File: src/rtl/spdif_pkg.sv
// Shared constants and types for the S/PDIF (IEC 60958) transmitter.
// Defines the preamble patterns, the subframe slot map and the frame/block sizes.
package spdif_pkg;

  localparam int SLOTS_PER_SUBFRAME      = 32;
  localparam int HALF_CELLS_PER_SUBFRAME = 2 * SLOTS_PER_SUBFRAME;
  localparam int FRAMES_PER_BLOCK        = 192;

  // Preamble patterns in half-cell order, MSB first. A 1 means the level is
  // opposite to the line level just before the preamble.
  localparam logic [7:0] PREAMBLE_B = 8'b1110_1000;
  localparam logic [7:0] PREAMBLE_M = 8'b1110_0010;
  localparam logic [7:0] PREAMBLE_W = 8'b1110_0100;

  localparam logic [4:0] SLOT_AUDIO_FIRST = 5'd4;
  localparam logic [4:0] SLOT_AUDIO_LAST  = 5'd27;
  localparam logic [4:0] SLOT_V           = 5'd28;
  localparam logic [4:0] SLOT_U           = 5'd29;
  localparam logic [4:0] SLOT_C           = 5'd30;
  localparam logic [4:0] SLOT_P           = 5'd31;

  localparam logic [7:0] FRAME_LAST = 8'(FRAMES_PER_BLOCK - 1);

  typedef enum logic {
    CH_LEFT  = 1'b0,
    CH_RIGHT = 1'b1
  } channel_e;

  typedef enum logic [1:0] {
    PRE_B,
    PRE_M,
    PRE_W
  } preamble_e;

  function automatic logic [7:0] preamble_bits(input preamble_e p);
    case (p)
      PRE_B:   return PREAMBLE_B;
      PRE_M:   return PREAMBLE_M;
      default: return PREAMBLE_W;
    endcase
  endfunction

endpackage

File: src/rtl/spdif_bmc_enc.sv
// Biphase-mark line encoder: owns the registered line level and the
// reference level captured at each preamble start.
module spdif_bmc_enc (
  input  logic clk,
  input  logic rst,
  input  logic tick_i,
  input  logic first_half_i,
  input  logic bit_i,
  input  logic pre_i,
  input  logic pre_start_i,
  input  logic pre_bit_i,
  output logic signal_o
);

  logic signal_q, signal_d;
  logic ref_q, ref_d;

  always_comb begin
    signal_d = signal_q;
    ref_d    = ref_q;
    if (tick_i) begin
      if (pre_i) begin
        // Preamble levels are absolute relative to the level before it,
        // so the reference is grabbed from the live line at half-cell 0.
        if (pre_start_i) begin
          ref_d    = signal_q;
          signal_d = signal_q ^ pre_bit_i;
        end else begin
          signal_d = ref_q ^ pre_bit_i;
        end
      end else if (first_half_i) begin
        signal_d = ~signal_q;
      end else begin
        signal_d = signal_q ^ bit_i;
      end
    end
  end

  // NOTE: state registers use non-blocking assignments so every flop samples
  // the pre-edge values regardless of process ordering.
  always_ff @(posedge clk or negedge rst) begin
    if (!rst) begin
      signal_q <= 1'b0;
      ref_q    <= 1'b0;
    end else begin
      signal_q <= signal_d;
      ref_q    <= ref_d;
    end
  end

  assign signal_o = signal_q;

endmodule

File: src/rtl/spdif_tx.sv
// S/PDIF transmitter top: half-cell timing, subframe/frame sequencing,
// sample handshake, parity and U/C bit selection feeding the BMC encoder.
module spdif_tx
  import spdif_pkg::*;
#(
  parameter int CLK_PER_BIT      = 8,
  parameter int CLK_PER_BIT_LOG2 = 3
) (
  input  logic         clk,
  input  logic         rst,
  input  logic [23:0]  data_i,
  input  logic         valid_i,
  output logic         ack_o,
  output logic         lrck_o,
  input  logic [191:0] udata_i,
  input  logic [191:0] cdata_i,
  output logic         underrun_o,
  output logic         signal_o
);

  localparam int HALF = CLK_PER_BIT / 2;
  localparam int CW   = (CLK_PER_BIT_LOG2 > 1) ? CLK_PER_BIT_LOG2 - 1 : 1;
  localparam logic [CW-1:0] HALF_LAST = CW'(HALF - 1);

  logic [CW-1:0]  cnt_q, cnt_d;
  logic [5:0]     hc_q, hc_d;
  channel_e       ch_q, ch_d;
  logic [7:0]     frame_q, frame_d;
  logic [23:0]    data_q, data_d;
  logic           v_q, v_d;
  logic [191:0]   ublk_q, ublk_d;
  logic [191:0]   cblk_q, cblk_d;
  logic           parity_q, parity_d;

  logic           tick;
  logic           cell_end;
  logic           sub_start;
  logic           first_half;
  logic           is_pre;
  logic [4:0]     slot;
  logic [4:0]     audio_idx;
  logic [7:0]     blk_idx;
  logic           slot_bit;
  preamble_e      pre_sel;
  logic [7:0]     pre_pattern;
  logic           pre_bit;

  assign tick       = (cnt_q == '0);
  assign cell_end   = (cnt_q == HALF_LAST);
  assign sub_start  = tick && (hc_q == 6'd0);
  assign first_half = ~hc_q[0];
  assign is_pre     = (hc_q < 6'd8);
  assign slot       = hc_q[5:1];
  assign audio_idx  = slot - SLOT_AUDIO_FIRST;
  assign blk_idx    = FRAME_LAST - frame_q;

  // The request/consume strobes are combinational on the subframe-start
  // cycle; gating with rst keeps them low while reset is held.
  assign ack_o      = rst && sub_start && valid_i;
  assign underrun_o = rst && sub_start && !valid_i;
  assign lrck_o     = ch_q;

  always_comb begin
    pre_sel = PRE_W;
    if (ch_q == CH_LEFT) begin
      pre_sel = (frame_q == 8'd0) ? PRE_B : PRE_M;
    end
  end

  assign pre_pattern = preamble_bits(pre_sel);
  assign pre_bit     = pre_pattern[3'd7 - hc_q[2:0]];

  always_comb begin
    slot_bit = 1'b0;
    if (slot >= SLOT_AUDIO_FIRST && slot <= SLOT_AUDIO_LAST) begin
      slot_bit = data_q[audio_idx];
    end else begin
      case (slot)
        SLOT_V:  slot_bit = v_q;
        SLOT_U:  slot_bit = ublk_q[blk_idx];
        SLOT_C:  slot_bit = cblk_q[blk_idx];
        SLOT_P:  slot_bit = parity_q;
        default: slot_bit = 1'b0;
      endcase
    end
  end

  // NOTE: every next-state signal gets its hold value first, so no path
  // through this block leaves a variable unassigned (no latches).
  always_comb begin
    cnt_d    = cell_end ? '0 : cnt_q + 1'b1;
    hc_d     = hc_q;
    ch_d     = ch_q;
    frame_d  = frame_q;
    data_d   = data_q;
    v_d      = v_q;
    ublk_d   = ublk_q;
    cblk_d   = cblk_q;
    parity_d = parity_q;

    if (cell_end) begin
      hc_d = hc_q + 6'd1;
      if (hc_q == 6'(HALF_CELLS_PER_SUBFRAME - 1)) begin
        ch_d = (ch_q == CH_LEFT) ? CH_RIGHT : CH_LEFT;
        if (ch_q == CH_RIGHT) begin
          frame_d = (frame_q == FRAME_LAST) ? 8'd0 : frame_q + 8'd1;
        end
      end
    end

    if (sub_start) begin
      data_d = valid_i ? data_i : 24'd0;
      v_d    = ~valid_i;
      if (ch_q == CH_LEFT && frame_q == 8'd0) begin
        ublk_d = udata_i;
        cblk_d = cdata_i;
      end
    end

    // Parity covers slots 4..30 and is emitted in slot 31.
    if (tick && first_half && !is_pre && slot != SLOT_P) begin
      parity_d = (slot == SLOT_AUDIO_FIRST) ? slot_bit : (parity_q ^ slot_bit);
    end
  end

  // NOTE: the 192-bit block registers are reset along with everything else,
  // so U/C never carry unknowns even if read before the first block latch.
  always_ff @(posedge clk or negedge rst) begin
    if (!rst) begin
      cnt_q    <= '0;
      hc_q     <= 6'd0;
      ch_q     <= CH_LEFT;
      frame_q  <= 8'd0;
      data_q   <= 24'd0;
      v_q      <= 1'b0;
      ublk_q   <= '0;
      cblk_q   <= '0;
      parity_q <= 1'b0;
    end else begin
      cnt_q    <= cnt_d;
      hc_q     <= hc_d;
      ch_q     <= ch_d;
      frame_q  <= frame_d;
      data_q   <= data_d;
      v_q      <= v_d;
      ublk_q   <= ublk_d;
      cblk_q   <= cblk_d;
      parity_q <= parity_d;
    end
  end

  spdif_bmc_enc u_bmc_enc (
    .clk          (clk),
    .rst          (rst),
    .tick_i       (tick),
    .first_half_i (first_half),
    .bit_i        (slot_bit),
    .pre_i        (is_pre),
    .pre_start_i  (hc_q == 6'd0),
    .pre_bit_i    (pre_bit),
    .signal_o     (signal_o)
  );

endmodule
File: config.mk
export PLATFORM = sky130hd
export DESIGN_NAME = spdif_tx
export DESIGN_NICKNAME = d
export VERILOG_FILES = /design/src/rtl/spdif_pkg.sv /design/src/rtl/spdif_bmc_enc.sv /design/src/rtl/spdif_tx.sv
export SDC_FILE = /design/constraint.sdc
export NUM_CORES = 1
export LEC_CHECK = 0
export ABC_AREA = 1
export CORE_ASPECT_RATIO = 0.9
export CORE_MARGIN = 10
export CORE_UTILIZATION = 50
export DETAILED_ROUTE_END_ITERATION = 6
export PLACE_DENSITY = 0.88
export SYNTH_ARGS = -nofsm -noshare
export SYNTH_HDL_FRONTEND = slang
export SYNTH_SLANG_ARGS = --single-unit
File: constraint.sdc
create_clock -name clk -period 2.8 [get_ports clk]
set_input_delay 0.84 -clock clk [delete_from_list [all_inputs] [get_ports clk]]
set_output_delay 0.84 -clock clk [all_outputs]
set_load 0.01 [all_outputs]
==> summary.txt <==
Status
  • Status: finished clean

Flow run
  • Max-cap viol count: 0

Timing
  • Fin. Hold Viols: 0
  • Worst Max-Slew Pin Slew: 1.00 ns
  • Post-route setup slack: 0.132 ns
  • Fmax: 375 MHz
  • Final setup vio count: 0
  • Clock Skew: 0.0307 ns
  • Final period util: 95.3%
  • Final slew viol count: 0
  • Slew headroom: 33.2%
  • Setup TNS: 0 ns
  • Hold_ws: 0.241 ns
  • Minimum clock period: 2.67 ns

Synthesis
  • Synth Cell Area: 0.0208 sq mm
  • Most used DFF post-synth: dfrtp_1
  • Mapped Cells: ~2000
  • Unique cell type count in the Yosys netlist: 38
  • Synthesis-stage register bit count: between 400 and 500
  • Area leader, netlist: dfrtp_1
  • EDFF count, synth: 0
  • Async SR Flop Fraction: 100%
  • Ys Warns: 0
  • Synth area leaders: dfrtp_1 52%, mux2_2 11%, mux2_1 10%
  • Post-Syn Nets: around 2400
  • Share of the yosys chip area belonging to registers: around 52%
  • Synthesized area per cell: approximately 10 sq um
  • Post-synth top area share: 51.6%

Global route
  • All-Layer GR Usage: 25.8%
  • First-pass GRT wire length: 102000 microns
  • Largest net degree at the start of global routing: 155
  • Initial antenna violation count: 16
  • Number of global-route vias before repair: 17700
  • Grt total ovfl: 0

Power and ir drop
  • LEAKAGE: 11.9 nW
  • Maximum vdd drop: approximately 0.43 mV
  • Design Power: 14.0 mW
  • PD cells: between 500 and 600 mW/mm^2

Layout
  • Core Util, Final: roughly 66%
  • P&R area growth vs syn: 30.5%
  • Share of layout cells above drive strength 1: around 15%
  • NumNets Final: 2815

CTS
  • CTS root buffer: clkbuf_16
  • Total CTS buffers: 46
  • CTS tree: yes
  • CTS max path bufs: 3
  • Worst skew pair latency: 0.59 ns
  • CTS Sinks: 429
  • H-Tree Depth: 2
  • Reg clk slew, reported paths: 0.06 ns

Route
  • Total wire length: 68300 microns
  • DRC Markers: 0
  • DR WL/cell: approximately 23 microns
  • Vias/cell: 5.73
  • Routed via count: 17100
  • Pre-antenna DRT Iters: 5
  • DR iter-0 viols: 1654
  • Post-route antenna net violation count: 0

Floorplan
  • Initial cell density of the core: between 50% and 60%
  • Die Ht: 213 microns
  • Die Width: between 200 and 250 microns
  • FP Rows: 70
  • Area of the core: 0.0409 sq mm
  • Die area: 0.0502 sq mm
  • IO Pins: roughly 420

Setup path
  • CP required: 1.96 ns
  • Reg2reg path depth: 9
  • R2R setup slack: 0.18 ns
  • Critical path's top delay family: simple AND/OR/NAND/NOR gates
  • Critical-path top delay cell: dfrtp_1
  • Critical path cell sequence: nor2_1 > nand2_1 > inv_2 > nand3_2 > nor2_4 > inv_1 > nor3_1 > buf_2
  • Worst r2r dst: cblk_q[180]
  • Startpoint Class: flip-flop
  • Critical Path Fanout Max: 3
  • Nature of the critical path endpoint: output pin
  • Critical path launch point: hc_q[5]
  • Reg2reg start: frame_q[6]
  • CP Buf/Inv Count: 3
  • Max incr delay on CP: ~0.37 ns
  • Crit Path Class: reg2out
  • Crit path arrival time: 1.83 ns

Placed design
  • Pre-CTS setup slack: -0.105 ns
  • PortBufs: 414
  • GPL Wtd Cong: a little under 0.9
  • Detail Placement HPWL: 46600 microns

Hold path
  • Hold Path Class: in2async
==> logic make-up (layout without fill, tap and decap cells) <==
| family | count (synthesis) | after routing | synth area share [%] |
|---|---|---|---|
| simple gates | 921 | 921 | 18.8 |
| mux | 384 | 384 | 20.8 |
| flops | 429 | 429 | 51.6 |
| other cells | 0 | 10 | 0 |
| fa+ha+maj | 12 | 12 | 0.722 |
| xor+xnor | 13 | 13 | 0.547 |
| buf+inv | 180 | 613 | 5.94 |
| compound gates | 53 | 53 | 1.59 |
==> cell usage after synthesis, types with 3 or more instances <==
cell type / n
buf_2: 35
mux2_1: 185
buf_1: 9
inv_1: 44
nor2_1: 23
dfrtp_1: 429
nand3_1: 338
nand2_1: 548
ha_1: 12
o21ai_0: 26
nand4_1: 3
buf_6: 58
a22o_1: 6
clkbuf_1: 11
xor2_1: 11
nor3_1: 4
mux2_2: 199
buf_4: 16
a21oi_1: 4
o22ai_1: 7
==> placed cells by master (no fill, tap or decap), types with 3 or more instances in the layout <==
master and instances:
nor3_1 4, clkbuf_1 12, diode_2 10, inv_2 5
dfrtp_1 425, o21ai_0 26, nand3_1 334, nand3_2 4
a22o_1 6, buf_6 5, buf_12 17, inv_1 41
nand2_1 546, a21oi_1 4, buf_16 6, mux2_2 199
mux2_1 185, ha_1 12, clkinv_2 6, clkbuf_8 10
xor2_1 11, clkdlybuf4s50_1 411, o22ai_1 7, clkbuf_16 54
nand4_1 3, buf_4 33, nor2_1 21
==> through the flow <==
stage / cells / instance area (sq um)
6_report: 2975 / 27200
5_1_grt: 2972 / 27100
2_1_floorplan: 1992 / 20800
3_5_place_dp: 2870 / 25300
3_3_place_gp: 2870 / 25300
4_1_cts: 2954 / 26800
==> area by class of cell <==
cell class / count / area (sq um)
fillers: 2900 / 13700
flip-flops and latches: 429 / 10700
multi-input cells: 1383 / 8880
repair buffers: 482 / 5120
clock buffers: 69 / 1360
well taps: 540 / 676
inverters: 50 / 205
clock inverters: 12 / 138
diodes: 10 / 25.0
==> worst max path at each step <==
stage               cells past startpoint         end  slack (ns)
floorplan                               9  underrun_o        0.23
detailed placement                      4       ack_o       -0.11
CTS                                     9   cblk_q[2]       0.005
global placement                        4       ack_o       -0.15
global route                           20    parity_q       -0.06
finish                                  8  underrun_o        0.13
==> routing by layer <==
layer  vias up  share of wire [%]  track usage (%)
met5         -               0.12                0
met2       840                 49             42.8
li1       7549                  -                -
met3       193                8.6             6.56
met4        12                4.1             12.0
met1      8459                 38             31.2
==> sequential cells by signal, summed over array words and instances (netlist names) <==
signal	flops
lrck_o	1
parity_q	1
hc_q	6
v_q	1
frame_q	8
u_bmc_enc.signal_o	1
cnt_q	2
data_q	24
ublk_q	192
cblk_q	192
u_bmc_enc.ref_q	1
==> power by group <==
group          switching (mW)  total, mW  internal (mW)
clock                    2.53       6.08           3.54
combinational           0.477       1.25          0.773
sequential              0.168       6.67           6.51
total                    3.18       14.0           10.8
==> what timing repair did <==
| item | in CTS | in global routing |
|---|---|---|
| resized for setup | 14 | 21 |
| cloned | 0 | 7 |
| pin swaps | 1 | 2 |
| setup buffers | 3 | 4 |
| hold buffers | 0 | 0 |
| setup endpoints to repair | 2 | 341 |
Note: power is estimated with default switching activity, not from simulation.
